<file path="src/rtl/adder_ctrl_pkg.sv">
// Shared types and defaults for the adder accumulate controller.
package adder_ctrl_pkg;

  localparam int unsigned WIDTH_DEF    = 16;
  localparam int unsigned CNT_W_DEF    = 8;
  localparam logic        SYNC_RST_VAL = 1'b1;

  typedef enum logic [1:0] {
    IDLE = 2'd0,
    ADD  = 2'd1,
    HOLD = 2'd2
  } state_e;

endpackage

</file>
<file path="src/rtl/button_sync.sv">
// Two-stage synchronizer for a raw button, with level and rising-edge outputs.
module button_sync #(
  parameter logic RST_VAL = 1'b1
) (
  input  logic i_clk,
  input  logic i_rst,
  input  logic i_btn,
  output logic o_level,
  output logic o_rise
);

  logic r_meta;
  logic r_sync;
  logic r_prev;

  // Resetting every stage high means a button held through reset gives no edge.
  always_ff @(posedge i_clk or posedge i_rst) begin
    if (i_rst) begin
      r_meta <= RST_VAL;
      r_sync <= RST_VAL;
      r_prev <= RST_VAL;
    end else begin
      r_meta <= i_btn;
      r_sync <= r_meta;
      r_prev <= r_sync;
    end
  end

  assign o_level = r_sync;
  assign o_rise  = r_sync & ~r_prev;

endmodule

</file>
<file path="src/rtl/adder_accum_ctrl.sv">
// Button-driven accumulate controller around an external WIDTH-bit adder.
// Optional subtract mode is enabled by defining ADDER_SUB_EN.
module adder_accum_ctrl
  import adder_ctrl_pkg::*;
#(
  parameter int unsigned WIDTH = WIDTH_DEF,
  parameter int unsigned CNT_W = CNT_W_DEF
) (
  input  logic             Clk,
  input  logic             Reset,
  input  logic             Run,
  input  logic             Load,
  input  logic             ClearA,
  input  logic [WIDTH-1:0] SW,
`ifdef ADDER_SUB_EN
  input  logic             Sub,
`endif
  input  logic [WIDTH-1:0] Add_S,
  input  logic             Add_Cout,
  output logic [WIDTH-1:0] Add_A,
  output logic [WIDTH-1:0] Add_B,
  output logic             Add_Cin,
  output logic [WIDTH-1:0] Acc,
  output logic [WIDTH-1:0] Breg,
  output logic             Cout,
  output logic             Ovf,
  output logic [CNT_W-1:0] AddCount,
  output logic             Busy
);

  state_e            r_state;
  state_e            w_next;
  logic [WIDTH-1:0]  r_acc;
  logic [WIDTH-1:0]  r_breg;
  logic [CNT_W-1:0]  r_cnt;
  logic              r_cout;
  logic              r_ovf;
  logic              w_busy;
  logic              w_sub_act;
  logic              w_ovf;
  logic              w_run_lvl, w_run_rise;
  logic              w_load_lvl, w_load_rise;
  logic              w_clr_lvl, w_clr_rise;
  logic              w_unused_rise;

  button_sync #(.RST_VAL(SYNC_RST_VAL)) u_sync_run (
    .i_clk  (Clk),
    .i_rst  (Reset),
    .i_btn  (Run),
    .o_level(w_run_lvl),
    .o_rise (w_run_rise)
  );

  button_sync #(.RST_VAL(SYNC_RST_VAL)) u_sync_load (
    .i_clk  (Clk),
    .i_rst  (Reset),
    .i_btn  (Load),
    .o_level(w_load_lvl),
    .o_rise (w_load_rise)
  );

  button_sync #(.RST_VAL(SYNC_RST_VAL)) u_sync_clr (
    .i_clk  (Clk),
    .i_rst  (Reset),
    .i_btn  (ClearA),
    .o_level(w_clr_lvl),
    .o_rise (w_clr_rise)
  );

  assign w_unused_rise = w_load_rise ^ w_clr_rise;

`ifdef ADDER_SUB_EN
  logic r_mode;

  // Mode is latched only on the IDLE->ADD transition so it cannot change mid-add.
  always_ff @(posedge Clk or posedge Reset) begin
    if (Reset) begin
      r_mode <= 1'b0;
    end else if (r_state == IDLE && w_run_rise) begin
      r_mode <= Sub;
    end
  end

  assign w_sub_act = (r_state == ADD) && r_mode;
`else
  assign w_sub_act = 1'b0;
`endif

  assign Add_A   = r_acc;
  assign Add_B   = w_sub_act ? ~r_breg : r_breg;
  assign Add_Cin = w_sub_act;
  assign w_ovf   = (Add_A[WIDTH-1] == Add_B[WIDTH-1]) && (Add_S[WIDTH-1] != Add_A[WIDTH-1]);

  always_ff @(posedge Clk or posedge Reset) begin
    if (Reset) begin
      r_state <= IDLE;
    end else begin
      r_state <= w_next;
    end
  end

  always_comb begin
    w_next = r_state;
    case (r_state)
      IDLE:    if (w_run_rise) w_next = ADD;
      ADD:     w_next = HOLD;
      HOLD:    if (!w_run_lvl) w_next = IDLE;
      default: w_next = IDLE;
    endcase
  end

  always_comb begin
    w_busy = (r_state == ADD);
  end

  always_ff @(posedge Clk or posedge Reset) begin
    if (Reset) begin
      r_acc  <= '0;
      r_breg <= '0;
      r_cnt  <= '0;
      r_cout <= 1'b0;
      r_ovf  <= 1'b0;
    end else begin
      case (r_state)
        IDLE: begin
          // A Run edge wins; Load/ClearA re-act next cycle if still held.
          if (!w_run_rise) begin
            if (w_load_lvl) r_breg <= SW;
            if (w_clr_lvl) begin
              r_acc <= '0;
              r_cnt <= '0;
            end
          end
        end
        ADD: begin
          r_acc  <= Add_S;
          r_cout <= Add_Cout;
          r_ovf  <= w_ovf;
          r_cnt  <= r_cnt + CNT_W'(1);
        end
        default: ;
      endcase
    end
  end

  assign Acc      = r_acc;
  assign Breg     = r_breg;
  assign Cout     = r_cout;
  assign Ovf      = r_ovf;
  assign AddCount = r_cnt;
  assign Busy     = w_busy;

endmodule

</file>
<file path="config.mk">
export PLATFORM = sky130hd
export DESIGN_NAME = adder_accum_ctrl
export DESIGN_NICKNAME = d
export VERILOG_FILES = /design/src/rtl/adder_ctrl_pkg.sv /design/src/rtl/button_sync.sv /design/src/rtl/adder_accum_ctrl.sv
export SDC_FILE = /design/constraint.sdc
export NUM_CORES = 1
export LEC_CHECK = 0
export BUFFER_PORTS_ARGS = -buffer_cell sky130_fd_sc_hd__buf_2
export CAP_MARGIN = 25
export CORE_ASPECT_RATIO = 0.5
export CORE_MARGIN = 8
export CORE_UTILIZATION = 48
export DETAILED_ROUTE_END_ITERATION = 8
export PLACE_DENSITY = 0.84
export SKIP_LAST_GASP = 1
export SLEW_MARGIN = 30
export SYNTH_ARGS = -nofsm -noshare
export SYNTH_HDL_FRONTEND = slang
export SYNTH_SLANG_ARGS = --single-unit
</file>
<file path="constraint.sdc">
create_clock -name Clk -period 3.55 [get_ports Clk]
set_input_delay 0.355 -clock Clk [delete_from_list [all_inputs] [get_ports Clk]]
set_output_delay 0.355 -clock Clk [all_outputs]
set_load 0.05 [all_outputs]
</file>
==> flow_metrics.tcl, run 1 <==
set metrics [dict create \
    outcome "finished clean" \
    port_buffers 112 \
    finalCritPeriodShare_pct 64.6 \
    compound_cell_area_share_of_the_yosys_netlist_pct 10.6 \
    number_of_cts_inserted_buffers 5 \
    insertedDiodeCount 0 \
    coreArea_um2 4420 \
    post-route-cell-area_um2 2670 \
    worstMarginPinSlew_ns 0.636 \
    grt_remaining_overflow 0 \
    netlist.area_leader.share_pct 49.4 \
    maxSlewHeadroom_pct 57.4 \
    setup_slack_ns 1.25 \
    cp_top_family "buffers and inverters" \
    track_usage_pct 13.0 \
    yosysTopAreaCell "sky130_fd_sc_hd__dfrtp_1" \
    placementRows 17 \
    final_hold_fails 0 \
    period_needed_ns 2.30 \
    antenna_found_initial 0 \
    remaining_drc_errors 0 \
    buf_inv_stages_crit_path 2 \
    routed_wirelength_um 4890 \
    synthSimpleGateAreaFrac_pct 6.51 \
    cts_tree "yes" \
    syn_area_um2 2230 \
    endpoint_kind "output port" \
    leakagePower_nw 1.45 \
    cts.clk_slew.worst_paths_ns 0.11 \
    worstPathRequired_ns 3.19 \
    post_cts_resize_count 0 \
    initial_utilization_pct 50.4 \
    yosys_warnings 0 \
    synthesis.nets 203 \
    die_area_um2 7210 \
    top_level_ports 114 \
    clock_insertion_delay_worst_skew_ns 0.30 \
    synth-xor-area-share_pct 0.393 \
    place_congestion 0.730 \
    synth_cell_types 32 \
    ys_ff_latch 51 \
    worst_hold_path_type "input port to asynchronous set/reset pin" \
    drive_gt1_share_pct 62.2 \
    reg2regPathDepth 4 \
    avgSynthCellArea_um2 13.6 \
    cts.hold.buffers_added 0 \
    longest_individual_stage_delay_on_the_worst_path_ns 0.59 \
    nNetsFinal 284 \
    power.density_nw_per_um2 805 \
    max_freq_mhz 436 \
    root_buffer "sky130_fd_sc_hd__clkbuf_8" \
    crit_arrival_ns 1.94 \
    wire_per_inst_um 16.1 \
    cells_traversed_along_the_worst_timing_path "nor2b_2 -> buf_4 -> buf_2" \
    most-common-layout-cells "112 x sky130_fd_sc_hd__buf_2, 44 x sky130_fd_sc_hd__dfrtp_1, 18 x sky130_fd_sc_hd__a22o_1" \
    grt_first_pass_wirelength_um 7720 \
    placement.setup.worst_slack_ns 1.60 \
    rr_endpoint "AddCount[5]" \
    worst-r2r-setup-slack_ns 1.88 \
    slew_viol_final 0 \
    clock_path_buffers 2 \
    detailroute.via_count 1480 \
    mostFrequentLayoutCell "sky130_fd_sc_hd__buf_2" \
    number_of_max_capacitance_violations_reported 0 \
    post_dp_cell_area_um2 2570 \
    ys_seq_area_share_pct 57.7 \
    syn_to_final_growth_pct 19.7 \
    setup_total_negative_slack_ns 0 \
    drt_iter0_markers 57 \
    grt_start_max_net_pins 52 \
    drt_pre_antenna_iters 4 \
    cts.sink_count 51 \
    rsz0062_at_grt "false" \
    critPathMaxFanout 15 \
    r2r_start "r_state[0]" \
    finalClockSkew_ns 0.0149 \
    ctsHtreeMaxLevel 2 \
    die_height_um 64.2 \
    ys_top_cells_by_area "sky130_fd_sc_hd__dfrtp_1 49%, sky130_fd_sc_hd__buf_4 12%, sky130_fd_sc_hd__dfstp_2 8.3%, sky130_fd_sc_hd__a22o_1 7.1%, sky130_fd_sc_hd__mux2_4 5.4%" \
    timing.setup.critical_path_class "flip-flop to output port" \
    crit_path_top_delay_cell "sky130_fd_sc_hd__nor2b_2" \
    route.antenna.remaining_nets 0 \
    netlist_instances 164 \
    drt-vias-per-instance 4.88 \
    post_synth_fa_ha_maj_area_fraction_pct 0.561 \
    die-width_um 112 \
    finalSetupViolCount 0 \
    number_of_global_route_vias_before_repair 1543 \
    startpoint_type "flip-flop" \
    worst_ir_drop_vdd_uv 373 \
    synth_top_family_by_area "buffers and inverters" \
    cts_setup_buffers 0 \
    multiplexer_area_fraction_after_synthesis_pct 10.4 \
]
[how the worst max path moves through the flow]
stage	start	end	cells after the start
after global placement	r_state[0]	Busy	3
after floorplan	Reset	Acc[0]	1
final	r_state[0]	Busy	3
after global routing	r_state[0]	Busy	3
after detailed placement	r_state[0]	Busy	3
after CTS	r_state[0]	Busy	3
[metal layers]
| layer | vias to the layer above | GRT usage [%] | routed length, um |
|---|---|---|---|
| met2 | 40 | 24.6 | 2630 |
| li1 | 702 | - | - |
| met5 | - | 0 | 0 |
| met1 | 736 | 13.8 | 1960 |
| met3 | 2 | 4.68 | 265 |
| met4 | 0 | 3.00 | 27 |
[synth_stat cells]
| library cell | number |
|---|---|
| sky130_fd_sc_hd__o31ai_1 | 2 |
| sky130_fd_sc_hd__a31oi_1 | 1 |
| sky130_fd_sc_hd__o211ai_1 | 2 |
| sky130_fd_sc_hd__nand4_4 | 1 |
| sky130_fd_sc_hd__nand2b_4 | 1 |
| sky130_fd_sc_hd__a21oi_2 | 1 |
| sky130_fd_sc_hd__nor3_1 | 1 |
| sky130_fd_sc_hd__nand4_1 | 1 |
| sky130_fd_sc_hd__xnor2_1 | 1 |
| sky130_fd_sc_hd__nor2_1 | 4 |
| sky130_fd_sc_hd__nor2b_1 | 1 |
| sky130_fd_sc_hd__mux2_2 | 10 |
| sky130_fd_sc_hd__inv_1 | 1 |
| sky130_fd_sc_hd__a22o_1 | 18 |
| sky130_fd_sc_hd__buf_4 | 35 |
| sky130_fd_sc_hd__buf_2 | 1 |
| sky130_fd_sc_hd__dfrtp_1 | 44 |
| sky130_fd_sc_hd__o21bai_1 | 1 |
| sky130_fd_sc_hd__and3_1 | 1 |
| sky130_fd_sc_hd__nor2_2 | 1 |
| sky130_fd_sc_hd__buf_6 | 3 |
| sky130_fd_sc_hd__nand2_1 | 4 |
| sky130_fd_sc_hd__a21oi_1 | 3 |
| sky130_fd_sc_hd__nand3_4 | 1 |
| sky130_fd_sc_hd__dfstp_2 | 7 |
| sky130_fd_sc_hd__mux2_4 | 8 |
| sky130_fd_sc_hd__nand3_1 | 4 |
| sky130_fd_sc_hd__o21ai_0 | 2 |
| sky130_fd_sc_hd__conb_1 | 1 |
| sky130_fd_sc_hd__nand2b_1 | 1 |
| sky130_fd_sc_hd__ha_1 | 1 |
| sky130_fd_sc_hd__or2_1 | 1 |
[final cells by class]
class | count | area, um^2
multi-input combinational | 73 | 641
clock inverter | 3 | 26.3
clock buffer | 5 | 68.8
fill | 377 | 1760
sequential | 51 | 1280
tap | 57 | 71.3
timing repair buffer | 113 | 568
inverter | 1 | 6.26
[metrics by stage]
| stage | utilization, % | hold WS [ns] | total power [mW] | std cells |
|---|---|---|---|---|
| 2_1_floorplan | - | 0.345 | 1.69 | 164 |
| 3_3_place_gp | 58.1 | 0.347 | 1.80 | 295 |
| 3_5_place_dp | 58.1 | 0.347 | 1.82 | 295 |
| 4_1_cts | 60.3 | 0.138 | 2.17 | 303 |
| 5_1_grt | 60.3 | 0.125 | 2.24 | 303 |
| 6_report | 60.3 | 0.129 | 2.15 | 303 |
[cells by family after synthesis]
group / Yosys count
AOI/OAI and AO/OA: 30
xor gates and xnor gates: 1
adders and majority gates: 1
buffers and inverters: 40
DFF: 51
muxes: 18
other: 1
and+or+nand+nor: 22
[registers in the layout, summed over array words and instances, names as in the netlist]
| register | count |
|---|---|
| AddCount | 8 |
| u_sync_clr.r_meta | 1 |
| u_sync_clr.o_level | 1 |
| u_sync_run.r_meta | 1 |
| u_sync_run.r_prev | 1 |
| u_sync_load.o_level | 1 |
| Add_B | 16 |
| u_sync_run.o_level | 1 |
| Acc | 16 |
| r_state | 2 |
| Ovf | 1 |
| u_sync_load.r_meta | 1 |
| Cout | 1 |
[where the power goes]
part,internal [mW],switching [mW]
Combinational,0.234,0.790
Clock,0.145,0.204
Sequential,0.687,0.0871
No activity file was read; power rests on OpenSTA's default activity.
==> run 2, diff against run 1 <==
--- a/config.mk
+++ b/config.mk
@@ -9,9 +9,9 @@
 export CAP_MARGIN = 25
 export CORE_ASPECT_RATIO = 0.5
 export CORE_MARGIN = 8
-export CORE_UTILIZATION = 48
+export CORE_UTILIZATION = 45
 export DETAILED_ROUTE_END_ITERATION = 8
-export PLACE_DENSITY = 0.84
+export PLACE_DENSITY = 0.79
 export SKIP_LAST_GASP = 1
 export SLEW_MARGIN = 30
 export SYNTH_ARGS = -nofsm -noshare
==> constraint.sdc (replaced) <==
create_clock -name Clk -period 2.28 [get_ports Clk]
set_input_delay 0.228 -clock Clk [delete_from_list [all_inputs] [get_ports Clk]]
set_output_delay 0.228 -clock Clk [all_outputs]
set_load 0.05 [all_outputs]
==> flow_metrics.tcl, run 2 (synthesis results as in run 1) <==
set metrics [dict create \
    ctsHtreeMaxLevel 2 \
    r2r_start "u_sync_run.o_level" \
    final_hold_fails 0 \
    die_height_um 65.8 \
    top_level_ports 114 \
    port_buffers 112 \
    syn_to_final_growth_pct 24.0 \
    maxSlewHeadroom_pct 54.8 \
    mostFrequentLayoutCell "sky130_fd_sc_hd__buf_2" \
    outcome "finished clean" \
    crit_arrival_ns 1.46 \
    hold_depth 1 \
    finalClockSkew_ns 0.00790 \
    hold-path-endpoint "u_sync_clr.r_meta" \
    drive_gt1_share_pct 62.2 \
    cells_traversed_along_the_worst_timing_path "nor2b_2 -> buf_4 -> buf_2" \
    crit_path_top_delay_cell "sky130_fd_sc_hd__dfrtp_1" \
    insertedDiodeCount 0 \
    die-width_um 116 \
    grt_first_pass_wirelength_um 8370 \
    longest_individual_stage_delay_on_the_worst_path_ns 0.44 \
    number_of_max_capacitance_violations_reported 0 \
    wire_per_inst_um 15.9 \
    endpoint_kind "output port" \
    nNetsFinal 289 \
    grt_start_max_net_pins 21 \
    coreArea_um2 4840 \
    dp.final_hpwl_um 3910 \
    reg2regPathDepth 4 \
    filler_cell_count 426 \
    remaining_drc_errors 0 \
    cp_top_family "buffers and inverters" \
    rr_endpoint "AddCount[0]" \
    postLayoutCoreUtil_pct 57.1 \
    slew_viol_final 0 \
    drt_iter0_markers 90 \
    timing.setup.critical_path_class "flip-flop to output port" \
    rsz0062_at_grt "false" \
    hold_path_startpoint "ClearA" \
    place_congestion 0.759 \
    drt-vias-per-instance 4.72 \
    clock_path_buffers 2 \
    fin_hold_ws_ns 0.0224 \
    max_freq_mhz 591 \
    most-common-layout-cells "112 x sky130_fd_sc_hd__buf_2, 44 x sky130_fd_sc_hd__dfrtp_1, 18 x sky130_fd_sc_hd__a22o_1" \
    clock_insertion_delay_worst_skew_ns 0.30 \
    routed_wirelength_um 5090 \
    post_dp_cell_area_um2 2610 \
    cts_setup_buffers 0 \
    root_buffer "sky130_fd_sc_hd__clkbuf_8" \
    track_usage_pct 13.9 \
    grt_remaining_overflow 0 \
    worst-r2r-setup-slack_ns 0.59 \
    initial_utilization_pct 46.0 \
    drt_pre_antenna_iters 4 \
    cts_tree "yes" \
    critPathMaxFanout 18 \
    post-route-cell-area_um2 2760 \
    antenna_found_initial 0 \
    leakagePower_nw 1.49 \
    worst_ir_drop_vdd_uv 598 \
    worst_hold_path_type "input port to flip-flop" \
    finalCritPeriodShare_pct 74.2 \
    placementRows 18 \
    detailroute.via_count 1516 \
    startpoint_type "flip-flop" \
    setup_total_negative_slack_ns 0 \
    buf_inv_stages_crit_path 2 \
    number_of_global_route_vias_before_repair 1666 \
    cts.sink_count 51 \
    number_of_cts_inserted_buffers 5 \
    route.antenna.remaining_nets 0 \
    die_area_um2 7600 \
    cts.clk_slew.worst_paths_ns 0.09 \
    period_needed_ns 1.69 \
    worstMarginPinSlew_ns 0.678 \
    power.density_nw_per_um2 1280 \
    finalSetupViolCount 0 \
    worstPathRequired_ns 2.05 \
]
run 2: cell count changes in the layout (fill, tap and decap cells not counted):
cell,delta
sky130_fd_sc_hd__buf_4,+3
sky130_fd_sc_hd__bufinv_16,+2
sky130_fd_sc_hd__clkinv_4,-1
sky130_fd_sc_hd__clkinvlp_4,+1
sky130_fd_sc_hd__dlygate4sd3_1,+2
sky130_fd_sc_hd__inv_2,+1
sky130_fd_sc_hd__inv_4,-1
sky130_fd_sc_hd__inv_6,-2
run 2: layout make-up:
class / count / area, um^2 / share of cell area [%]
flip-flops and latches: 51 / 1280 / 46.5
clock inverters: 3 / 67.6 / 2.44
clock buffers: 5 / 68.8 / 2.49
well taps: 70 / 87.6 / 3.17
repair buffers: 118 / 611 / 22.1
inverters: 1 / 3.75 / 0.136
multi-input cells: 73 / 641 / 23.2
run 2: per-layer routing:
| layer | part of all wire (%) | GRT usage, % | vias up | wire, um |
|---|---|---|---|---|
| li1 | - | - | 712 | - |
| met1 | 37 | 15.4 | 753 | 1900 |
| met2 | 55 | 25.0 | 45 | 2810 |
| met3 | 6.1 | 3.75 | 6 | 311 |
| met4 | 1.3 | 5.83 | 0 | 66 |
| met5 | 0 | 0 | - | 0 |
run 2: stage by stage:
step / setup slack [ns] / total power [mW] / instances
finish: 0.589 / 3.54 / 321
global route: 0.481 / 3.70 / 321
CTS: 0.574 / 3.58 / 320
detailed placement: 0.585 / 2.84 / 311
global placement: 0.669 / 2.81 / 311
floorplan: 0.757 / 2.63 / 164
run 2: worst register-to-register path: stages, from the launching register on:
cell                       delay (ns)
sky130_fd_sc_hd__dfstp_2         0.57
sky130_fd_sc_hd__nand2b_4        0.08
sky130_fd_sc_hd__a21oi_2         0.15
sky130_fd_sc_hd__or2_1           0.56
sky130_fd_sc_hd__mux2_2          0.27
run 2: where the power goes:
group	leakage [nW]	switching, mW	internal, mW
Sequential	0.633	0.138	1.07
Combinational	0.789	1.23	0.370
Clock	0.0644	0.298	0.437
Total	1.49	1.67	1.88
run 2: repair_timing:
item | 4_1_cts | 5_1_grt
hold endpoints to repair | 13 | 1
hold buffers | 1 | 1
resized for setup | 0 | 0
run 2: worst max path at each step:
stage	slack, ns	start	depth (start not counted)	endpoint
2_1_floorplan	0.76	AddCount[1]	4	AddCount[4]
3_3_place_gp	0.67	u_sync_run.r_prev	4	AddCount[0]
3_5_place_dp	0.58	u_sync_run.o_level	4	AddCount[0]
4_1_cts	0.57	r_state[0]	3	Busy
5_1_grt	0.48	r_state[0]	3	Busy
6_report	0.59	r_state[0]	3	Busy
==> run 3, diff against run 2 <==
==> constraint.sdc (replaced) <==
create_clock -name Clk -period 1.7 [get_ports Clk]
set_input_delay 0.17 -clock Clk [delete_from_list [all_inputs] [get_ports Clk]]
set_output_delay 0.17 -clock Clk [all_outputs]
set_load 0.05 [all_outputs]
==> flow_metrics.tcl, run 3 (synthesis results as in run 1) <==
set metrics [dict create \
    reg2regPathDepth 5 \
    antenna_found_initial 0 \
    worst_hold_path_type "input port to flip-flop" \
    period_needed_ns 1.57 \
    setup_total_negative_slack_ns 0 \
    finalCritPeriodShare_pct 92.6 \
    final_hold_fails 0 \
    drt-vias-per-instance 4.79 \
    mostFrequentLayoutCell "sky130_fd_sc_hd__buf_2" \
    totalPowerFinal_mw 4.48 \
    route.antenna.remaining_nets 0 \
    crit_path_top_delay_cell "sky130_fd_sc_hd__dfrtp_1" \
    cts.clk_slew.worst_paths_ns 0.09 \
    buf_inv_stages_crit_path 2 \
    initial_utilization_pct 46.0 \
    dp.final_hpwl_um 3860 \
    routed_wirelength_um 5060 \
    worst-r2r-setup-slack_ns 0.13 \
    clock_insertion_delay_worst_skew_ns 0.30 \
    worst_ir_drop_vdd_uv 721 \
    die_area_um2 7600 \
    outcome "finished clean" \
    insertedDiodeCount 0 \
    drt_iter0_markers 90 \
    detailroute.via_count 1560 \
    startpoint_type "flip-flop" \
    die_height_um 65.8 \
    filler_cell_count 425 \
    grt_first_pass_wirelength_um 8220 \
    finalClockSkew_ns 0.00334 \
    root_buffer "sky130_fd_sc_hd__clkbuf_8" \
    r2r_start "u_sync_run.r_prev" \
    worstPathRequired_ns 1.53 \
    endpoint_kind "output port" \
    rsz0062_at_grt "false" \
    power.density_nw_per_um2 1610 \
    nNetsFinal 294 \
    die-width_um 116 \
    cp_top_family "flip-flops" \
    hold_path_startpoint "Add_S[5]" \
    hold_depth 2 \
    clock_path_buffers 2 \
    drive_gt1_share_pct 62.1 \
    rr_endpoint "Acc[4]" \
    grt_start_max_net_pins 52 \
    place_congestion 0.791 \
    drt_pre_antenna_iters 4 \
    leakagePower_nw 1.49 \
    syn_to_final_growth_pct 25.2 \
    most-common-layout-cells "112 x sky130_fd_sc_hd__buf_2, 44 x sky130_fd_sc_hd__dfrtp_1, 18 x sky130_fd_sc_hd__a22o_1" \
    track_usage_pct 13.7 \
    number_of_max_capacitance_violations_reported 0 \
    cts_tree "yes" \
    coreArea_um2 4840 \
    port_buffers 112 \
    critPathMaxFanout 16 \
    number_of_cts_inserted_buffers 5 \
    cells_traversed_along_the_worst_timing_path "nor2b_4 -> buf_12 -> buf_2" \
    finalSetupViolCount 0 \
    slew_viol_final 0 \
    longest_individual_stage_delay_on_the_worst_path_ns 0.45 \
    cts.sink_count 51 \
    top_level_ports 114 \
    hold-path-endpoint "Acc[5]" \
    placementRows 18 \
    number_of_global_route_vias_before_repair 1702 \
    max_freq_mhz 635 \
    timing.setup.critical_path_class "flip-flop to output port" \
    ctsHtreeMaxLevel 2 \
    grt_remaining_overflow 0 \
    wire_per_inst_um 15.5 \
    crit_arrival_ns 1.40 \
    remaining_drc_errors 0 \
]
==> run 3: stage by stage <==
stage / hold slack [ns] / setup WS, ns / cells / util, % / instance area, um^2
2_1_floorplan: 0.174 / 0.177 / 164 / - / 2230
3_3_place_gp: 0.228 / 0.199 / 312 / 54.5 / 2640
3_5_place_dp: 0.238 / 0.141 / 312 / 54.5 / 2640
4_1_cts: 0.0697 / 0.0264 / 324 / 57.3 / 2770
5_1_grt: 0.0612 / 0.0398 / 326 / 57.6 / 2790
6_report: 0.0852 / 0.126 / 326 / 57.6 / 2790
==> run 3: final cells by class <==
class	count	area, um^2	area share (%)
clock buffer	5	68.8	2.47
clock inverter	3	20.0	0.718
inverter	1	3.75	0.135
multi-input combinational	73	646	23.1
sequential	51	1280	46.1
tap	70	87.6	3.14
timing repair buffer	123	678	24.3
==> run 3: worst max path at each step <==
stage	startpoint	to	slack, ns	cells past startpoint
2_1_floorplan	AddCount[1]	AddCount[4]	0.18	4
3_3_place_gp	u_sync_run.r_prev	Acc[5]	0.20	5
3_5_place_dp	u_sync_run.r_prev	Acc[4]	0.14	5
4_1_cts	r_state[0]	Busy	0.03	3
5_1_grt	r_state[0]	Busy	0.04	3
6_report	r_state[0]	Busy	0.13	3
==> run 3: report_power, final <==
group          leakage, nW  total (mW)  switching [mW]  internal (mW)
Sequential           0.633        1.62           0.189           1.43
Combinational        0.822        2.17            1.65          0.520
Clock               0.0402       0.685           0.398          0.287
==> run 3: repair_timing <==
item                                   4_1_cts  5_1_grt
setup endpoints to repair                    1        1
endpoints found under the hold margin       47        0
resized for setup                            1        0
hold buffers                                 4        0
cloned                                       0        0
buffers inserted                             0        2
==> run 3: per-layer routing <==
layer / routed length [um] / track usage (%) / share of wire, % / vias up
li1: - / - / - / 724
met5: 0 / 0 / 0 / -
met1: 1880 / 13.5 / 37 / 782
met4: 91 / 6.32 / 1.8 / 0
met2: 2770 / 26.0 / 55 / 46
met3: 318 / 4.57 / 6.3 / 8
